## config.mk

```make
export PLATFORM = sky130hd
export DESIGN_NAME = mux16_rr_sched
export DESIGN_NICKNAME = d
export VERILOG_FILES = /design/src/rtl/mux16_sched_pkg.sv /design/src/rtl/mux16to1.sv /design/src/rtl/mux16_rr_sched.sv
export SDC_FILE = /design/constraint.sdc
export NUM_CORES = 1
export LEC_CHECK = 0
export BUFFER_PORTS_ARGS = -buffer_cell sky130_fd_sc_hd__clkbuf_2
export CAP_MARGIN = 20
export CELL_PAD_IN_SITES_DETAIL_PLACEMENT = 1
export CELL_PAD_IN_SITES_GLOBAL_PLACEMENT = 1
export CORE_MARGIN = 2
export CORE_UTILIZATION = 30
export CTS_CLUSTER_SIZE = 8
export DETAILED_ROUTE_END_ITERATION = 12
export PLACE_DENSITY = 0.64
export SETUP_SLACK_MARGIN = 0.2
export SYNTH_ARGS = -nofsm -noshare
export SYNTH_HDL_FRONTEND = slang
export SYNTH_SLANG_ARGS = --single-unit
```

## constraint.sdc

```tcl
create_clock -name clk -period 5 [get_ports clk]
set_input_delay 0.5 -clock clk [delete_from_list [all_inputs] [get_ports clk]]
set_output_delay 0.5 -clock clk [all_outputs]
set_load 0.03 [all_outputs]
```

## src/rtl/mux16_sched_pkg.sv

```systemverilog
// Shared types and the round-robin search for the 16:1 mux scheduler.
// Latency: n/a (package). Backpressure: n/a.
// The search is purely combinational; callers register its result.
package mux16_sched_pkg;

    localparam int NREQ  = 16;
    localparam int SEL_W = 4;

    typedef enum logic {
        IDLE  = 1'b0,
        GRANT = 1'b1
    } state_t;

    typedef struct packed {
        logic             found;
        logic [SEL_W-1:0] idx;
    } rr_pick_t;

    // First set bit at or above ptr, wrapping 15->0. Scanning from the far end
    // lets the nearest match overwrite earlier ones without an early exit.
    function automatic rr_pick_t rr_find(input logic [NREQ-1:0]  req,
                                         input logic [SEL_W-1:0] ptr);
        rr_pick_t         pick;
        logic [SEL_W-1:0] j;
        pick = '0;
        for (int k = NREQ - 1; k >= 0; k--) begin
            j = ptr + SEL_W'(k);
            if (req[j]) begin
                pick.found = 1'b1;
                pick.idx   = j;
            end
        end
        return pick;
    endfunction

endpackage

```

## src/rtl/mux16to1.sv

```systemverilog
// Plain 16:1 single-bit multiplexer.
// Latency: combinational. Backpressure: none.
// Select is expected to come straight from a register.
module mux16to1 (
    input  logic [15:0] in,
    input  logic [3:0]  sel,
    output logic        out
);

    assign out = in[sel];

endmodule

```

## src/rtl/mux16_rr_sched.sv

```systemverilog
// Round-robin scheduler sharing one 16:1 bit mux; winner holds up to HOLD_MAX beats.
// Latency: grant one cycle after req seen in IDLE; out_bit combinational from data_in.
// Backpressure: out_valid holds with all state frozen until out_ready; one IDLE bubble per release.
module mux16_rr_sched
    import mux16_sched_pkg::*;
#(
    parameter int HOLD_MAX = 4
) (
    input  logic             clk,
    input  logic             rst_n,
    input  logic [NREQ-1:0]  req,
    input  logic [NREQ-1:0]  data_in,
    input  logic             out_ready,
    output logic             out_valid,
    output logic             out_bit,
    output logic [NREQ-1:0]  grant,
    output logic [SEL_W-1:0] sel,
    output logic [SEL_W-1:0] beat_cnt
);

    localparam logic [SEL_W-1:0] LAST_BEAT = SEL_W'(HOLD_MAX - 1);

    state_t           state_q, state_d;
    logic [SEL_W-1:0] ptr_q, ptr_d;
    logic [SEL_W-1:0] sel_q, sel_d;
    logic [NREQ-1:0]  grant_q, grant_d;
    logic [SEL_W-1:0] beat_q, beat_d;
    rr_pick_t         pick;

    always_comb begin
        state_d = state_q;
        ptr_d   = ptr_q;
        sel_d   = sel_q;
        grant_d = grant_q;
        beat_d  = beat_q;
        pick    = rr_find(req, ptr_q);
        case (state_q)
            IDLE: begin
                if (pick.found) begin
                    sel_d            = pick.idx;
                    grant_d          = '0;
                    grant_d[pick.idx] = 1'b1;
                    beat_d           = '0;
                    state_d          = GRANT;
                end
            end
            GRANT: begin
                // req is only looked at on a transfer, so a stalled beat always completes
                if (out_ready) begin
                    if (!req[sel_q] || beat_q == LAST_BEAT) begin
                        ptr_d   = sel_q + SEL_W'(1);
                        grant_d = '0;
                        beat_d  = '0;
                        state_d = IDLE;
                    end else begin
                        beat_d  = beat_q + SEL_W'(1);
                    end
                end
            end
            default: state_d = IDLE;
        endcase
    end

    always_ff @(posedge clk or negedge rst_n) begin
        if (!rst_n) begin
            state_q <= IDLE;
            ptr_q   <= '0;
            sel_q   <= '0;
            grant_q <= '0;
            beat_q  <= '0;
        end else begin
            state_q <= state_d;
            ptr_q   <= ptr_d;
            sel_q   <= sel_d;
            grant_q <= grant_d;
            beat_q  <= beat_d;
        end
    end

    assign out_valid = (state_q == GRANT);
    assign grant     = grant_q;
    assign sel       = sel_q;
    assign beat_cnt  = beat_q;

    mux16to1 u_mux (
        .in  (data_in),
        .sel (sel_q),
        .out (out_bit)
    );

endmodule

```

=== Yosys cells after proc, flatten, opt, wreduce, memory -nomap -nowiden ===
Index checks and enable logic that the tools add are counted.

* Register bits after elaboration: 29
* Input bits: 35

* $add $sub $neg: 17
* Magnitude comparators: 19
* Equality and inequality tests: 4
* Mux-type cells: 66
* Bitwise operators: 1
* Reduce and logical (&&, ||, !) cells: 7

{| class="wikitable"
|+ Operators with widths
! cell !! count
|-
| 4-bit by 5-bit less-than comparator with 1-bit output, second input constant || 18
|-
| 5-bit 2-to-1 mux || 16
|-
| 1-bit binary-select mux with 4-bit select || 18
|-
| 16-bit 2-to-1 mux || 3
|-
| 4-bit adder, second input constant || 8
|-
| 16-bit case mux with 2 select lines || 1
|-
| 1-bit 2-to-1 mux || 22
|-
| 4-bit by 3-bit adder with 4-bit output, second input constant || 4
|-
| 4-bit by 1-bit adder with 4-bit output, second input constant || 3
|-
| 4-bit 2-to-1 mux || 3
|-
| 4-bit by 2-bit adder with 4-bit output, second input constant || 2
|-
| 4-bit case mux with 2 select lines || 1
|-
| 3-bit AND reduction || 2
|-
| 1-bit demux with 4-bit select || 1
|-
| 4-bit by 2-bit == test with 1-bit output, second input constant || 1
|-
| 4-bit by 1-bit >= comparator with 1-bit output, second input constant || 1
|-
| 2-bit != test, second input constant || 2
|-
| 2-bit AND reduction || 2
|-
| 2-bit by 1-bit != test with 1-bit output, second input constant || 1
|-
| 1-bit case mux with 2 select lines || 1
|-
| 1-bit logical AND || 1
|-
| 1-bit logical NOT || 1
|-
| 1-bit logical OR || 1
|-
| 1-bit NOT || 1
|}

=== Depth between registers and ports, before layout ===
* Word-level depth: 25
* Mapped depth: 17
* Depth with buffers taken out: 10

=== Modules after synthesis ===
A second synthesis with hierarchy kept.

* Cell total of the unflattened synthesis: 437
* Area total of the unflattened synthesis: 4275.4 sq um

{| class="wikitable"
|+ By module, submodules not included
! module !! instances !! cells each !! area each (sq um) !! seq. area each (sq um)
|-
| mux16_rr_sched || 1 || 430 || 4140.2 || 725.7
|-
| mux16to1 || 1 || 7 || 135.1 || 0.0
|}

=== Worst setup path after synthesis ===
No wires, ideal clock.

* Path type: reg-to-reg
* From: register ptr_q[1]
* To: register grant_q[10], in the netlist grant[10]
* Arrival: 4.134 ns
* Data required time: 4.896 ns
* Setup slack: 0.762 ns
* Stages on the path, launching flop included: 16
* Path buffers: 5
* Path through: dfrtp_1 buf_2 buf_6 buf_2 clkinv_1 ha_1 buf_2 mux4_2 mux2_2 mux2_2 nor3_1 nor3b_2 o211ai_1 and2_1 buf_2 o41ai_2

* Word-level cells in the longest chain between the ends: 25
* Elaborated cells on any way between the ends: 72
* Classes of those cells: add/sub: 15; order compare: 2; eq/ne: 1; mux: 52; reduce/logical: 2

{| class="wikitable"
|+ RTL lines
! element !! RTL line !! RTL
|-
| start: declaration || mux16_rr_sched.sv:24 || <nowiki>logic [SEL_W-1:0] ptr_q, ptr_d;</nowiki>
|-
| start signal: assignment || mux16_rr_sched.sv:73 || <nowiki>ptr_q <= ptr_d;</nowiki>
|-
| 4-bit adder || mux16_sched_pkg.sv:27 || <nowiki>j = ptr + SEL_W'(k);</nowiki>
|-
| 1-bit binary-select mux with 4-bit select || mux16_sched_pkg.sv:28 || <nowiki>if (req[j]) begin</nowiki>
|-
| 1-bit 2-to-1 mux (not written as such) || mux16_sched_pkg.sv:28 ||
|-
| 5-bit 2-to-1 mux (15 in a row) || mux16_sched_pkg.sv:28 ||
|-
| 5-bit 2-to-1 mux (*) || mux16_sched_pkg.sv:28 ||
|-
| 4-bit by 5-bit less-than comparator with 1-bit output (not written as such) or 4-bit by 1-bit >= comparator with 1-bit output (tied branches) || mux16_rr_sched.sv:42 || <nowiki>grant_d[pick.idx] = 1'b1;</nowiki>
|-
| 1-bit logical AND (not written as such) || mux16_rr_sched.sv:42 ||
|-
| 1-bit 2-to-1 mux (not written as such) || mux16_rr_sched.sv:42 ||
|-
| 1-bit demux with 4-bit select || mux16_rr_sched.sv:42 ||
|-
| 16-bit 2-to-1 mux || mux16_rr_sched.sv:39 || <nowiki>if (pick.found) begin</nowiki>
|-
| 16-bit case mux with 2 select lines || mux16_rr_sched.sv:37 || <nowiki>case (state_q)</nowiki>
|-
| end signal: assignment || mux16_rr_sched.sv:75 || <nowiki>grant_q <= grant_d;</nowiki>
|-
| end: declaration || mux16_rr_sched.sv:26 || <nowiki>logic [NREQ-1:0] grant_q, grant_d;</nowiki>
|}

Mark *: on every way between the ends. The rest lies on a longest branch, timed or not. The select of a mux whose other input is x is not followed.
A chain may end at the register's enable or synchronous reset.

=== Worst setup path in the final report ===
* From: register ptr_q[3]
* To: register grant_q[3], in the netlist grant[3]

The elaborated chain is that of the path after synthesis.

==> flow_metrics.tcl <==
set metrics [dict create \
    status "completed" \
    rsz0062_at_grt "false" \
    drt_iter0_drc 245 \
    via_density_per_instance 6.12 \
    tritoncts_buffers 5 \
    drcViolationCount 0 \
    ys_types 68 \
    synth_ff_type "dfrtp_1" \
    dpl_hpwl_um 10100 \
    report.final.slew_viol_count 0 \
    route.met2.wl_um 6260 \
    period_needed_ns 4.36 \
    track_usage_pct 19.3 \
    max_cap_violations 0 \
    fmax_ghz 0.229 \
    num-nets-final 477 \
    critical_path.max_fanout 21 \
    synth_seq_cells 29 \
    detailedPlace.worstSlack_ns 0.657 \
    synth_area_leaders "mux4_2 25%, dfrtp_1 18%, mux2i_1 5.1%" \
    initial_utilization_pct 31.0 \
    design.portCount 61 \
    syn_avg_cell_area_um2 10.2 \
    routed.top_layer "met4" \
    syn_to_final_growth_pct 14.9 \
    worstSetupPathType "register to register" \
    synth.top_cells.by_count "44 x nand2_1, 43 x mux4_2, 29 x dfrtp_1" \
    cts_tree "done" \
    hold_violations 0 \
    slew_headroom_pct 41.6 \
    wl_met1_um 5830 \
    cts.hold.buffers_added 0 \
    setup_viol_count_final 0 \
    fp.dieArea_um2 14100 \
    dr_wl_met3_um 906 \
    crit_path_dat_ns 4.52 \
    timing.setup.tns_ns 0 \
    final_antenna_violating_net_count 0 \
    drt-total-wl_um 13300 \
    insertion_delay_ns 0.28 \
    final.setup_skew_ns 0.00830 \
    worst_pin_slew_ns 0.876 \
    synthMostInstantiatedCell "nand2_1" \
    yosys.area.top_type "mux4_2" \
    post_synthesis_instance_total 386 \
    clk_pin_slew_ns 0.05 \
    yosysSeqAreaShare_pct 18.4 \
    first_drt_pass_iteration_count 4 \
    core-area_um2 12700 \
    route.detailed.wl_per_inst_um 22.0 \
    synthArstFlopShare_pct 100 \
    final.period_utilization_pct 87.3 \
    rows 41 \
    via_count 3708 \
    pin_count_of_the_biggest_net_entering_global_routing 30 \
    cp.required_ns 5.16 \
    synthesis.nets 430 \
    cts.htree.levels 2 \
    critical_path.startpoint_type "register" \
    gp_congestion 0.908 \
    post-cts-setup-buffer-count 0 \
    synth_top_cell_area_share_pct 24.6 \
    die_y_um 119 \
    min-delay-path-class "input port to async pin" \
    numPortBuffers 60 \
    post_route_cells_drive_above_1_share_pct 35.0 \
    number_of_enable_flip_flop_cells_after_synthesis 0 \
    global_route.overflow_total 0 \
    synth_area_um2 3940 \
    n_antenna_cell 0 \
    synth.yosys.warnings 0 \
    numClockSinks 29 \
    vias_in_the_first_global_route 3757 \
    die_w_um 119 \
    worst_slack_ns 0.637 \
    worst_setup_path_end_kind "register" \
    clockBufferDepth 2 \
    cts_repair_resize_count 0 \
    timing.hold.ws_ns 0.270 \
    global_route_wire_length_before_repair_um 21400 \
    ctsRootBufferMaster "clkbuf_16" \
    antenna_found_initial 0 \
]
[cells in the final DEF (no fill, tap or decap), types with 3 or more instances in the layout]
cell       synthesis  layout
a21oi_1           17      17
a221oi_1           3       3
a22oi_1            3       3
a31oi_1            3       3
and2_1             3       3
and3_1             4       4
buf_4              1       6
clkbuf_16          0       5
clkbuf_2           0      60
clkinv_1           4       4
dfrtp_1           29      29
ha_1               9       9
inv_1              9       9
mux2_2            12      12
mux2i_1           20      20
mux4_2            43      43
nand2_1           44      44
nand2b_1           5       5
nand3_1           10      10
nand4_1            3       3
nor2_1            20      20
nor2b_1            4       4
nor3_1             4       4
o2111ai_1          3       3
o211ai_1           4       4
o21ai_0           22      22
o22ai_1            4       4
o31ai_1            5       5
o41ai_1            5       5
o41ai_2            8       8
xnor2_1            9       9
xor2_1             4       4
[layer usage]
metal  vias up  GRT usage, %
li1       1635             -
met1      1876          26.8
met2       172          31.1
met3        25          3.33
met4         0          5.06
met5         -             0
[sequential cells by signal (all words and copies together) (netlist names)]
name and flops:
sel 4, ptr_q 4, out_valid 1, grant 16
beat_cnt 4
[worst max-delay path: stages (launching register included)]
cell	delay, ns
dfrtp_1	0.91
clkinv_1	0.56
xnor2_1	0.52
mux4_2	0.68
nor3_1	0.32
nor3b_2	0.31
o211ai_1	0.20
and2_1	0.33
o41ai_1	0.40
[area by class of cell]
class / count / area [um2]
Fill cell: 1494 / 8200
Multi-Input combinational cell: 317 / 3020
Sequential cell: 29 / 726
Timing Repair Buffer: 66 / 345
Tap cell: 172 / 215
Clock buffer: 7 / 143
Inverter: 14 / 52.6
Clock inverter: 1 / 30.0
[cell families after synthesis]
family | share of synthesized area, %
AOI/OAI and AO/OA | 21.9
xor gates and xnor gates | 3.30
adders and majority gates | 2.86
buffers and inverters | 5.02
DFF | 18.4
muxes | 36.3
and+or+nand+nor | 12.2
[stage by stage]
step	instance area (um2)	cells	util, %
floorplan	3940	386	-
global placement	4350	598	34.2
detailed placement	4350	598	34.2
CTS	4530	606	35.6
global route	4530	606	35.6
finish	4530	606	35.6
[path summary, 6_finish.rpt]
check,start,to,slack [ns],cells after the start
worst max-delay path,ptr_q[3],grant[3],0.64,8
worst min-delay path,rst_n,grant[8],0.27,1
worst max register to register,ptr_q[3],grant[3],0.64,8
worst min register to register,grant[4],grant[4],0.48,2
max in group asynchronous,rst_n,grant[12],4.27,1
min in group clk,grant[4],grant[4],0.48,2
Power is not shown: default switching activity piles up to over one toggle a cycle in this logic, so the estimate is an artifact.
